## config.mk

```make
export PLATFORM = sky130hd
export DESIGN_NAME = reaction_controller
export DESIGN_NICKNAME = d
export VERILOG_FILES = /design/src/rtl/reaction_pkg.sv /design/src/rtl/reaction_lfsr.sv /design/src/rtl/reaction_controller.sv
export SDC_FILE = /design/constraint.sdc
export NUM_CORES = 1
export LEC_CHECK = 0
export CAP_MARGIN = 10
export CORE_MARGIN = 2
export CORE_UTILIZATION = 50
export CTS_CLUSTER_SIZE = 28
export DETAILED_ROUTE_END_ITERATION = 8
export DONT_BUFFER_PORTS = 1
export GPL_TIMING_DRIVEN = 0
export SETUP_SLACK_MARGIN = 0.15
export SYNTH_ARGS = -nofsm -noshare
export SYNTH_HDL_FRONTEND = slang
export SYNTH_SLANG_ARGS = --single-unit
```

## constraint.sdc

```tcl
create_clock -name clock -period 3.8 [get_ports clock]
set_input_delay 1.14 -clock clock [delete_from_list [all_inputs] [get_ports clock]]
set_output_delay 1.14 -clock clock [all_outputs]
set_load 0.005 [all_outputs]
```

## src/rtl/reaction_pkg.sv

```systemverilog
// Shared types and constants for the reaction-time game sequencer.
package reaction_pkg;

    // Game sequencer states
    typedef enum logic [2:0] {
        ST_IDLE  = 3'd0,
        ST_ARMED = 3'd1,
        ST_GO    = 3'd2,
        ST_DONE  = 3'd3,
        ST_FOUL  = 3'd4
    } state_t;

    // LFSR reset value; non-zero so the register never locks up
    localparam logic [15:0] LFSR_SEED = 16'hACE1;

    // Fibonacci taps 16,14,13,11 expressed as a mask on bits [15:0]
    localparam logic [15:0] LFSR_TAPS = 16'hB400;

    // Default width of millisecond counters and result registers
    localparam int unsigned DEFAULT_MS_W = 14;

endpackage

```

## src/rtl/reaction_lfsr.sv

```systemverilog
// Free-running 16-bit Fibonacci LFSR used to randomise the arming delay.
module reaction_lfsr
    import reaction_pkg::*;
(
    input  logic        clock,
    input  logic        reset,
    output logic [15:0] lfsr_q
);

    logic [15:0] lfsr_d;
    logic        feedback;

    // Next value: shift left, feed the XOR of the tapped bits into bit 0
    always_comb begin
        feedback = ^(lfsr_q & LFSR_TAPS);
        lfsr_d   = {lfsr_q[14:0], feedback};
    end

    // Shift every clock; async reset loads the non-zero seed
    always_ff @(posedge clock or posedge reset) begin
        if (reset) begin
            lfsr_q <= LFSR_SEED;
        end else begin
            lfsr_q <= lfsr_d;
        end
    end

endmodule

```

## src/rtl/reaction_controller.sv

```systemverilog
// Reaction-time game sequencer: random arming delay, stimulus LED,
// millisecond response timing, false-start/timeout detection, best score.
module reaction_controller
    import reaction_pkg::*;
#(
    parameter int unsigned MIN_DELAY_MS = 1000,
    parameter int unsigned RAND_BITS    = 11,
    parameter int unsigned TIMEOUT_MS   = 9999,
    parameter int unsigned MS_W         = DEFAULT_MS_W
) (
    input  logic            clock,
    input  logic            reset,
    input  logic            tick_1ms,
    input  logic            start_btn,
    input  logic            react_btn,
    output logic            led,
    output logic            count_en,
    output logic            bcd_stop,
    output logic            false_start,
    output logic            timeout,
    output logic            result_valid,
    output logic [MS_W-1:0] reaction_ms,
    output logic [MS_W-1:0] best_ms
);

    localparam logic [15:0]     RAND_MASK  = 16'((32'd1 << RAND_BITS) - 32'd1);
    localparam logic [MS_W-1:0] TIMEOUT_M1 = MS_W'(TIMEOUT_MS - 1);
    localparam logic [MS_W-1:0] TIMEOUT_V  = MS_W'(TIMEOUT_MS);

    state_t          state_q, state_d;
    logic            start_q, react_q;
    logic [MS_W-1:0] wait_q, wait_d;
    logic [MS_W-1:0] rt_q, rt_d;
    logic [MS_W-1:0] reaction_q, reaction_d;
    logic [MS_W-1:0] best_q, best_d;
    logic            timeout_q, timeout_d;
    logic            rv_q, rv_d;
    logic [15:0]     lfsr_q;
    logic            start_evt, react_evt;
    logic            arm;

    reaction_lfsr u_lfsr (
        .clock  (clock),
        .reset  (reset),
        .lfsr_q (lfsr_q)
    );

    // Rising-edge events: current level against the one-clock-old level
    assign start_evt = start_btn & ~start_q;
    assign react_evt = react_btn & ~react_q;

    // Register button levels for edge detection
    always_ff @(posedge clock or posedge reset) begin
        if (reset) begin
            start_q <= 1'b0;
            react_q <= 1'b0;
        end else begin
            start_q <= start_btn;
            react_q <= react_btn;
        end
    end

    // Next-state, counter and score logic
    always_comb begin
        state_d    = state_q;
        wait_d     = wait_q;
        rt_d       = rt_q;
        reaction_d = reaction_q;
        best_d     = best_q;
        timeout_d  = timeout_q;
        rv_d       = 1'b0;
        arm        = 1'b0;

        case (state_q)
            ST_IDLE: begin
                if (start_evt) arm = 1'b1;
            end
            ST_ARMED: begin
                // A premature press beats a same-cycle delay expiry
                if (react_evt) begin
                    state_d = ST_FOUL;
                end else if (tick_1ms) begin
                    wait_d = wait_q - 1'b1;
                    if (wait_q == MS_W'(1)) state_d = ST_GO;
                end
            end
            ST_GO: begin
                // A press wins over a same-cycle tick and over the timeout
                if (react_evt) begin
                    state_d    = ST_DONE;
                    reaction_d = rt_q;
                    rv_d       = 1'b1;
                end else if (tick_1ms) begin
                    if (rt_q == TIMEOUT_M1) begin
                        state_d    = ST_DONE;
                        reaction_d = TIMEOUT_V;
                        timeout_d  = 1'b1;
                        rv_d       = 1'b1;
                    end else begin
                        rt_d = rt_q + 1'b1;
                    end
                end
            end
            ST_DONE: begin
                // Score compare happens on the cycle after the result latches
                if (rv_q && !timeout_q && (reaction_q < best_q)) best_d = reaction_q;
                if (start_evt) arm = 1'b1;
            end
            ST_FOUL: begin
                if (start_evt) arm = 1'b1;
            end
            default: begin
                state_d = ST_IDLE;
            end
        endcase

        // Common load for every new attempt
        if (arm) begin
            state_d   = ST_ARMED;
            wait_d    = MS_W'(32'(MIN_DELAY_MS) + 32'(lfsr_q & RAND_MASK));
            rt_d      = '0;
            timeout_d = 1'b0;
        end
    end

    // State, counters and result registers
    always_ff @(posedge clock or posedge reset) begin
        if (reset) begin
            state_q    <= ST_IDLE;
            wait_q     <= '0;
            rt_q       <= '0;
            reaction_q <= '0;
            best_q     <= '1;
            timeout_q  <= 1'b0;
            rv_q       <= 1'b0;
        end else begin
            state_q    <= state_d;
            wait_q     <= wait_d;
            rt_q       <= rt_d;
            reaction_q <= reaction_d;
            best_q     <= best_d;
            timeout_q  <= timeout_d;
            rv_q       <= rv_d;
        end
    end

    // Moore outputs decoded from the state register
    assign led          = (state_q == ST_GO);
    assign count_en     = led;
    assign bcd_stop     = (state_q == ST_DONE) || (state_q == ST_FOUL);
    assign false_start  = (state_q == ST_FOUL);
    assign timeout      = timeout_q;
    assign result_valid = rv_q;
    assign reaction_ms  = reaction_q;
    assign best_ms      = best_q;

endmodule
```

==> impl_summary.md, run 1 <==
Clock tree
The clock passes through at most 2 buffers. The clock root buffer master is sky130_fd_sc_hd__clkbuf_8. The number of clock sinks seen by CTS is 79. In this run, post-CTS repair resized a total of 0 instances. The clock network latency to the later pin of the worst-skew pair is 0.35 ns.

The H-tree depth reported by CTS is 3. In this run, CTS created clock tree buffers numbering 9. The number of hold buffers added after cts is 0. Once the clock tree was built, the setup fixing pass inserted 0 buffers.

The clock input transition at the sequential cells of the worst setup and hold paths is 0.09 ns. TritonCTS built the clock tree.

Final layout
The number of antenna diodes is 0. In the final layout, the share of cells above drive strength 1 is 11.5%. The final cell utilization of the core is 56.5%. Once layout is complete, the cells apart from fillers number 556. From synthesis to final layout, the design area changed by 9.07%. At the end of the flow, the number of nets in the layout was 469. The count of filler cells inserted in the layout is 742.

Leaving out fill and tap cells, the most frequent cells in the layout are sky130_fd_sc_hd__dfrtp_1, sky130_fd_sc_hd__nor2_1, sky130_fd_sc_hd__nand3_1. The leading cell type in the layout, fill and taps excluded is sky130_fd_sc_hd__dfrtp_1.

Drt
The detailed-route via count is 3386. Once detail routing completed, the nets flagged for antenna violations numbered 0. Dividing the detail-routed via count by the number of cells gives 6.09. Dividing the detail-routed wire length by the instance count gives 17.7 um.

The detailed-route wire length is 9.83 mm. After detailed routing, the number of remaining DRC violations is 0. The pre-antenna-repair detailed-routing pass consisted of 4 iterations.

The number of design-rule violations left by the first detailed-router iteration is 177.

Power
Power spread over the standard cell area amounts to 419 nW/um2. In this run the static leakage power is 0.00190 uW. IR analysis of the VDD net gives a maximum drop of 0.249 mV. The total power of the final layout is 1950 uW.

Global route
The final global-route overflow total is 0. Entering global routing, the biggest net connects 58 pins. The first global-routing pass estimated 15.8 mm of wire. The via count of the first global-routing pass is 3245. In the global route stage, overall resource usage came out at 22.3%.

The number of antenna violations at the first check in global routing was 0.

Timing
The final-report setup violation count is 0. Derived from the worst setup path, the maximum achievable clock frequency is 0.358 GHz. Across all hold checks on the routed design, the worst slack comes to 0.368 ns. The fraction of the cycle the final worst path needs is 73.4%.

The remaining max-slew budget at the tightest pin is 40.2%. For the pin with the worst max-slew slack, the measured transition is 0.887 ns. The number of slew-limit violations in the final report is 0. The clock skew is 0.0138 ns. Setup repair after global routing left no endpoint under its margin. The time the worst path needs with I/O delays and setup is 2.79 ns. Adding up every negative setup slack in the final design gives 0 ns.

The number of hold violations in the final report is 0.

Hold path
The worst hold path endpoint is u_lfsr.lfsr_q[15]. Along the worst hold path, the cell count comes to 0. In this run the worst hold path is classified as reg -> reg. The worst hold path begins at u_lfsr.lfsr_q[14].

Setup path
The kind of cell with the highest combined delay on the critical path is compound AO/OA/AOI/OAI gates. The endpoint of the most critical register-to-register path is best_ms[4]. The largest driver fanout on the critical path is 10. The delay contributed by the slowest stage of the critical path is 0.58 ns. The slowest stage of the critical path belongs to the cell sky130_fd_sc_hd__dfstp_2. The worst register-to-register path has a setup slack of 1.01 ns. The startpoint kind of the worst setup timing path is a register. The critical path goes through inv_1, ha_1, a21oi_1, o2111ai_1, or3_1, buf_2, buf_1, a41oi_1, nand3_1.

In this run the critical register-to-register path is launched from best_ms[11]. The data arrival time at the worst-slack endpoint is 3.06 ns. The combined buffer and inverter count along the critical path is 3. The kind of end point of the critical path is a register. The number of cells on the worst reg-to-reg path is 9. For the worst setup path, the data required time is 4.07 ns. The kind of critical path is reg -> reg.

Floorplan
The floorplan step defined a core boundary enclosing 8260 um2. The overall die width is 96.5 um. The die covers 9310 um2. The number of placed I/O pins is 39. The initialized floorplan defines 33 standard-cell rows.

The die is 96.5 um tall. The initial utilization of the core area, before any placement, comes to 51.8%.

Placed design
In this run the tool buffered the top-level ports with 0 buffer cells. The half-perimeter wire length of the detailed placement result is 7.11 mm. Routability-driven placement finished with a final weighted congestion of 0.876.

Including well taps, the total number of placed cells is 540.

Synthesis
The post-synthesis async set-or-reset flop share is 100%. The most used flip-flop cell after synthesis is sky130_fd_sc_hd__dfrtp_1. The mapped netlist covers 4280 um2. The register bit total from synthesis is 79. The number of enable flip-flop cells after synthesis is 0.

After technology mapping, the gate count stands at 434. The unique cell type count in the Yosys netlist is 58. During synthesis, Yosys emitted a total of 0 warnings.

The post-synthesis average cell area is 9.85 um2. The share of synthesized area occupied by flip-flops and latches is 46.9%. The number of nets in the synthesized netlist is 457.

Run
Max-cap violations in this run came to 0.

Status
The run finished with clean final reports.
[sequential cells by signal (all words and copies together) (netlist names)]
signal / count
start_q: 1
wait_q: 14
result_valid: 1
state_q: 3
u_lfsr.lfsr_q: 16
reaction_ms: 14
best_ms: 14
timeout: 1
react_q: 1
rt_q: 14
[metal layers]
| metal | vias to the layer above | track usage (%) | share of wire, % |
|---|---|---|---|
| met1 | 1662 | 27.7 | 44 |
| met5 | - | 0 | 0 |
| met4 | 0 | 9.86 | 2.3 |
| met3 | 16 | 3.65 | 3.4 |
| met2 | 72 | 38.4 | 50 |
| li1 | 1636 | - | - |
[power by group]
part / internal, uW / switching [uW]
Combinational: 101 / 186
Clock: 379 / 325
Sequential: 903 / 57.1
Total: 1380 / 569
[layout make-up]
class	instances	area [um2]	area share, %
multi-input cells	302	2060	44.1
flip-flops and latches	79	2000	43.0
well taps	105	131	2.82
clock buffers	9	124	2.66
plain buffers	26	113	2.41
inverters	27	104	2.23
clock inverters	7	103	2.20
repair buffers	1	27.5	0.590
[worst max path at each step]
stage	startpoint	endpoint	slack [ns]	depth (start not counted)
6_report	best_ms[11]	best_ms[4]	1.01	9
5_1_grt	best_ms[11]	best_ms[6]	0.76	8
4_1_cts	best_ms[11]	best_ms[0]	1.04	9
3_5_place_dp	react_btn	wait_q[3]	0.92	6
3_3_place_gp	reset	reaction_ms[5]	-0.21	1
2_1_floorplan	reset	react_q	0.67	1
[cell usage after synthesis, drive strengths merged, types with 6 or more instances]
master,number,area (um2)
inv,27,101
dfstp,22,578
dfrtp,57,1430
ha,18,225
nor4b,12,111
nand4,16,100
nand3,32,165
clkbuf,18,67.6
xnor2,8,70.1
a41oi,15,131
o211ai,16,120
nor4,6,37.5
nand2,22,82.6
a22o,6,52.6
buf,8,45.0
nor3,9,45.0
o21ai,12,60.1
a21oi,13,65.1
nor2,35,131
xor2,19,166
[cell families after synthesis]
family	count (synthesis)	share of synthesized area [%]
fa+ha+maj	18	5.27
xor+xnor	27	5.53
buf+inv	53	5.00
simple gates	166	21.6
flops	79	46.9
compound gates	91	15.7
[worst register-to-register path: stages (launching register included)]
cell and delay (ns):
sky130_fd_sc_hd__dfstp_2 0.58, sky130_fd_sc_hd__inv_1 0.05, sky130_fd_sc_hd__ha_1 0.28, sky130_fd_sc_hd__a21oi_1 0.18
sky130_fd_sc_hd__o2111ai_1 0.31, sky130_fd_sc_hd__or3_1 0.44, sky130_fd_sc_hd__buf_2 0.19, sky130_fd_sc_hd__buf_1 0.28
sky130_fd_sc_hd__a41oi_1 0.29, sky130_fd_sc_hd__nand3_1 0.11
[through the flow]
stage	setup slack (ns)	instance area, um2
after floorplan	0.673	4280
after global placement	-0.215	4410
after detailed placement	0.924	4440
after CTS	1.04	4660
after global routing	0.763	4660
final	1.01	4660
(Power assumes the default switching activity.)
==> run 2: changes to the inputs <==
clock period = 2.6 ns   (was 3.8 ns; I/O delays follow)
==> impl_summary.md, run 2 (synthesized netlist as in run 1, its figures left out) <==
Status
The flow ran to the end, and the final reports show no timing, DRC or antenna violations.

Timing
The number of hold violations in the final report came to 0. Setup repair after global routing could not meet its margin everywhere. The clock skew is 0.0123 ns.

Setup violations remaining at the end of the flow were counted as 0. The number of slew-limit violations in the final report was 0. Hold is met by 0.357 ns. The remaining max-slew budget at the tightest pin is 41.5%. The clock period could shrink to 2.38 ns. The slew at the pin closest to its max-slew limit is 0.876 ns. Derived from the worst setup path, the maximum achievable clock frequency is 0.419 GHz. In the finished design, the share of the clock period the worst path needs comes to 91.7%.

Clock tree
The clock network latency to the later pin of the worst-skew pair is 0.35 ns. The number of clock buffers added by TritonCTS is 9. The number of clock sinks seen by CTS is 79.

The cell sitting at the root of the clock tree is a sky130_fd_sc_hd__clkbuf_8. Clock-pin slew was measured on the worst setup and hold paths at 0.08 ns. TritonCTS built the clock tree. The H-tree depth reported by CTS is 3.

The worst-case clock buffer depth is 2. The number of hold buffers added after cts is 0.

Placed design
The count of buffers from port buffering is 0. In this run the cell area measured after placement is 4430 um2. Summed over all nets, the half-perimeter wirelength after detailed placement is 6.94 mm. Routability-driven placement finished with a final weighted congestion of 0.900.

Global route
The maximum number of pins on one net before global-route repair is 42. The number of antenna violations at the first check in global routing came to 0. Summed over all layers, the global routing overflow is 0. The first global-routing pass estimated 16.0 mm of wire. The via count of the first global-routing pass was 3237. In the global route stage, overall resource usage came out at 22.4%.

Floorplan
The number of placed I/O pins is 39. The initial standard-cell utilization of the core is 51.8%. The area inside the core boundary is 8260 um2. Measured along the x axis, the die boundary spans 96.5 um.

From bottom edge to top edge, the die measures 96.5 um. The floorplan has 33 rows. The die outline area is 9310 um2.

Power
IR analysis of the VDD net gives a maximum drop of 0.414 mV. For this design the static power due to leakage is 0.00192 uW. The total power density per cell area is 584 nW/um2.

Setup path
Along the worst path, the maximum fanout reaches 10. STA classifies the critical path startpoint as a register. The count of cells along the worst register-to-register path is 9. The critical path data required time is 1.82 ns. At the worst endpoint, the arrival time is 1.60 ns. STA classifies the critical path endpoint as a primary output.

The kind of critical path is reg -> out.

Hold path
The worst hold path class is reg -> reg. The number of cells on the worst hold path is 0.

Final layout
The count of filler cells inserted in the layout is 742. Ranked by flip-flop count, first place goes to u_lfsr.lfsr_q. The final cell utilization of the core is 57.3%. The register with the most flip-flops in the layout has 16 of them. In the layout the commonest cells are sky130_fd_sc_hd__dfrtp_1, sky130_fd_sc_hd__nor2_1, sky130_fd_sc_hd__nand3_1. The layout overhead on the synthesized area is 10.7%. After routing the design area is 4730 um2. The net count reported at finish is 470. The library cell used most frequently in the layout, excluding fill and tap cells, is sky130_fd_sc_hd__dfrtp_1. The share of final-layout standard cells stronger than drive strength 1 is 15.3%. The repair_antennas step left the layout with diodes totalling 0.

Drt
The total iterations of the first detailed-routing run is 4. The detailed-route via count is 3313. After the first detailed-routing iteration, the DRC count stood at 186. The via count normalized by instance count is 5.95. The routed wirelength normalized by instance count is 17.5 um. The detailed-route wire length is 9.75 mm.

After detailed routing, the number of remaining DRC violations is 0. The remaining antenna violation count after routing is 0.

Run
The max-capacitance violation count is 0.
run 2: cell types whose count changed in the layout (fill, tap and decap cells not counted), sizes merged:
cell and delta:
buf +1, bufinv -1, clkbuf +1, clkinv +1, clkinvlp +2, inv -3
run 2: path summary, 6_finish.rpt:
kind                                   start           endpoint  slack (ns)
max                               state_q[0]                led        0.22
max reg2reg                      best_ms[11]         best_ms[2]        0.24
min in group asynchronous              reset         state_q[1]        0.46
min reg2reg                u_lfsr.lfsr_q[14]  u_lfsr.lfsr_q[15]        0.36
min                        u_lfsr.lfsr_q[14]  u_lfsr.lfsr_q[15]        0.36
max in group asynchronous              reset         best_ms[6]        1.41
run 2: repair_timing:
action,4_1_cts,5_1_grt
endpoints found under the hold margin,0,0
pin swaps,1,4
setup endpoints to repair,14,16
buffers inserted,2,0
cloned,0,0
resized for setup,4,20
run 2: cell type report:
class                           instances  area, um2  area share (%)
Buffer                                 25        121            2.56
Clock buffer                           10        138            2.91
Clock inverter                          6       68.8            1.45
Inverter                               27        105            2.22
Multi-Input combinational cell        302       2130            45.0
Sequential cell                        79       2000            42.4
Tap cell                              105        131            2.78
Timing Repair Buffer                    3       35.0           0.740
run 2: critical path, cell delays in order, from the launching register on:
cell and delay, ns:
sky130_fd_sc_hd__dfrtp_1 0.38, sky130_fd_sc_hd__buf_2 0.19, sky130_fd_sc_hd__nor3b_2 0.49, sky130_fd_sc_hd__buf_4 0.20
run 2: per-stage QoR:
stage               TNS [ns]  setup slack [ns]  power [uW]  cells
finish                     0             0.215        2760    557
global route               0             0.126        2920    557
CTS                        0             0.163        2780    558
detailed placement    -0.788            -0.110        1840    540
global placement      -0.292           -0.0593        1820    539
floorplan                  0             0.280        1730    434
run 2: layer usage:
layer / share of wire (%) / global-route usage [%] / vias up
li1: - / - / 1629
met1: 43 / 28.4 / 1594
met2: 50 / 37.7 / 73
met3: 4.0 / 3.80 / 17
met4: 2.4 / 9.62 / 0
met5: 0 / 0 / -
run 2: power by group:
part | leakage [uW] | switching (uW) | internal, uW
logic | 0.000839 | 268 | 150
registers | 0.000975 | 84.2 | 1320
clock network | 0.000103 | 467 | 475
total | 0.00192 | 819 | 1940
==> run 3: changes to the inputs <==
CAP_MARGIN = unset   (was 10)
GPL_TIMING_DRIVEN = unset   (was 0)
SLEW_MARGIN = 20   (was unset)
==> impl_summary.md, run 3 (synthesized netlist as in run 1, its figures left out) <==
Status
The flow ran to the end, and the final reports show no timing, DRC or antenna violations.

Clock tree
The clock passes through at most 2 buffers. TritonCTS built the clock tree. The buffers inserted during post-CTS setup optimization is 0.

The clock drives 79 sinks. The total CTS buffers is 9. The root buffer cell chosen for the clock tree is sky130_fd_sc_hd__clkbuf_8. In this run the number of H-tree levels came out at 3. Clock-pin slew was measured on the worst setup and hold paths at 0.09 ns.

The clock network latency to the later pin of the worst-skew pair is 0.36 ns.

Drt
The number of design-rule violations left by the first detailed-router iteration is 128. The routed layout has 3382 vias. In the final routed layout, each cell accounts on average for 18.0 um.

In the routed design, unresolved DRC markers number 0. Detailed routing placed a total of 335 um of wire on met3. The via count normalized by instance count is 6.17. Detailed routing placed a total of 4.91 mm of wire on met2. The total iterations of the first detailed-routing run is 4. The highest layer touched by signal routing is met4. The length of routed wiring on met1 is 4.41 mm.

The remaining antenna violation count after routing is 0. Wires add up to 9.84 mm.

Run
The tool flagged a number of max-cap violations equal to 0.

Final layout
The leading cell type in the layout, fill and taps excluded is sky130_fd_sc_hd__dfrtp_1. The layout has 734 filler cells. In the layout the commonest cells are sky130_fd_sc_hd__dfrtp_1, sky130_fd_sc_hd__nor2_1, sky130_fd_sc_hd__nand3_1. The flip-flop and latch area is 2000 um2. Cells with a size suffix above 1 make up 15.3% of the layout. The multi-input combinational cells in the finished layout cover a total of 2080 um2. The layout overhead on the synthesized area is 9.22%. The number of flip-flops under the largest register name is 16. The number of antenna diodes is 0. The net count reported at finish is 461. More flip-flops sit in one register than any other, and that register is u_lfsr.lfsr_q.

Global route
The via count of the first global-routing pass is 3239. Global routing used 22.6% of the available tracks. The final global-route overflow total is 0. Entering global routing, the biggest net connects 46 pins. The number of antenna violations at the first check in global routing is 0. The wire length of the first global-routing pass is 16.2 mm.

Timing
The clock skew is 0.00933 ns. The number of slew-limit violations in the final report is 0. The slew at the pin closest to its max-slew limit is 0.621 ns. The time the worst path needs with I/O delays and setup is 2.35 ns.

The worst path uses 90.3% of the clock period. Setup violations remaining at the end of the flow were counted as 0. The remaining max-slew budget at the tightest pin is 58.5%. The aggregate negative setup slack is 0 ns.

The number of hold violations in the final report is 0. Timing would allow up to 0.426 GHz. Setup repair after global routing left no endpoint under its margin.

The tightest hold path in the finished design has a slack of 0.362 ns.

Power
The worst voltage drop across the vdd grid is 0.387 mV. The static power due to leakage is 0.00192 uW. The total power density per cell area is 599 nW/um2.

Placed design
Port buffering added 0 buffers. The half-perimeter wire length of the detailed placement result is 6.76 mm. The congestion estimate from routability-driven global placement came to 0.817.

Floorplan
The die is 96.5 um wide. The core region is 8260 um2. The die outline area is 9310 um2. The number of cell rows is 33. The initial standard-cell utilization of the core is 51.8%. The overall die height is 96.5 um.

The number of placed I/O pins is 39.

Setup path
The startpoint kind of the worst setup timing path is a register. STA classifies the critical path endpoint as a primary output. The largest driver fanout on the critical path is 11. Data on the critical path is required at its endpoint by 1.82 ns. The kind of critical path is reg -> out. The data arrival time at the worst-slack endpoint is 1.57 ns.

Hold path
The path class of the tightest hold or removal check is reg -> reg.
[run 3: cell types whose count changed in the layout (fill, tap and decap cells not counted), moves of 2 or more]
cell and delta:
sky130_fd_sc_hd__clkbuf_2 -5, sky130_fd_sc_hd__clkbuf_1 -13, sky130_fd_sc_hd__nand2_2 -2, sky130_fd_sc_hd__buf_4 +13
sky130_fd_sc_hd__buf_2 -2, sky130_fd_sc_hd__nand2_1 +2
[run 3: layout make-up]
type	instances	share of cell area (%)
Clock buffer	9	2.65
Sequential cell	79	42.9
Timing Repair Buffer	19	3.14
Inverter	27	2.25
Clock inverter	7	1.71
Multi-Input combinational cell	302	44.5
Tap cell	105	2.81
[run 3: worst paths after layout]
kind | startpoint | to | slack (ns) | cells past startpoint
max | state_q[0] | bcd_stop | 0.25 | 3
min | u_lfsr.lfsr_q[14] | u_lfsr.lfsr_q[15] | 0.36 | 0
max reg2reg | best_ms[11] | best_ms[13] | 0.37 | 8
min reg2reg | u_lfsr.lfsr_q[14] | u_lfsr.lfsr_q[15] | 0.36 | 0
max in group asynchronous | reset | u_lfsr.lfsr_q[0] | 1.74 | 2
min in group asynchronous | reset | timeout | 0.41 | 2
[run 3: critical path: stages (launching register included)]
cell                      delay (ns)
sky130_fd_sc_hd__dfrtp_1        0.58
sky130_fd_sc_hd__nor2_1         0.15
sky130_fd_sc_hd__and2_1         0.20
sky130_fd_sc_hd__or2_2          0.28
[run 3: report_power, final]
| group | total (uW) | switching (uW) | internal (uW) |
|---|---|---|---|
| sequential | 1430 | 109 | 1320 |
| combinational | 409 | 244 | 165 |
| clock | 960 | 503 | 457 |
| total | 2800 | 856 | 1940 |
[run 3: routing by layer]
layer | track usage [%] | vias to the layer above
li1 | - | 1607
met1 | 30.2 | 1690
met2 | 37.2 | 70
met3 | 3.26 | 15
met4 | 8.69 | 0
met5 | 0 | -
[run 3: metrics by stage]
stage | cells | area [um2] | worst slack, ns | total power (uW) | utilization (%)
6_report | 548 | 4670 | 0.251 | 2800 | 56.5
5_1_grt | 548 | 4670 | 0.184 | 2930 | 56.5
4_1_cts | 548 | 4640 | 0.234 | 2810 | 56.2
3_5_place_dp | 532 | 4440 | 0.362 | 1860 | 53.8
3_3_place_gp | 532 | 4440 | 0.388 | 1850 | 53.8
2_1_floorplan | 434 | 4280 | 0.280 | 1730 | -
[run 3: what timing repair did]
action                     CTS  global route
setup endpoints to repair    0             8
hold buffers                 0             0
gates resized for setup      0             4
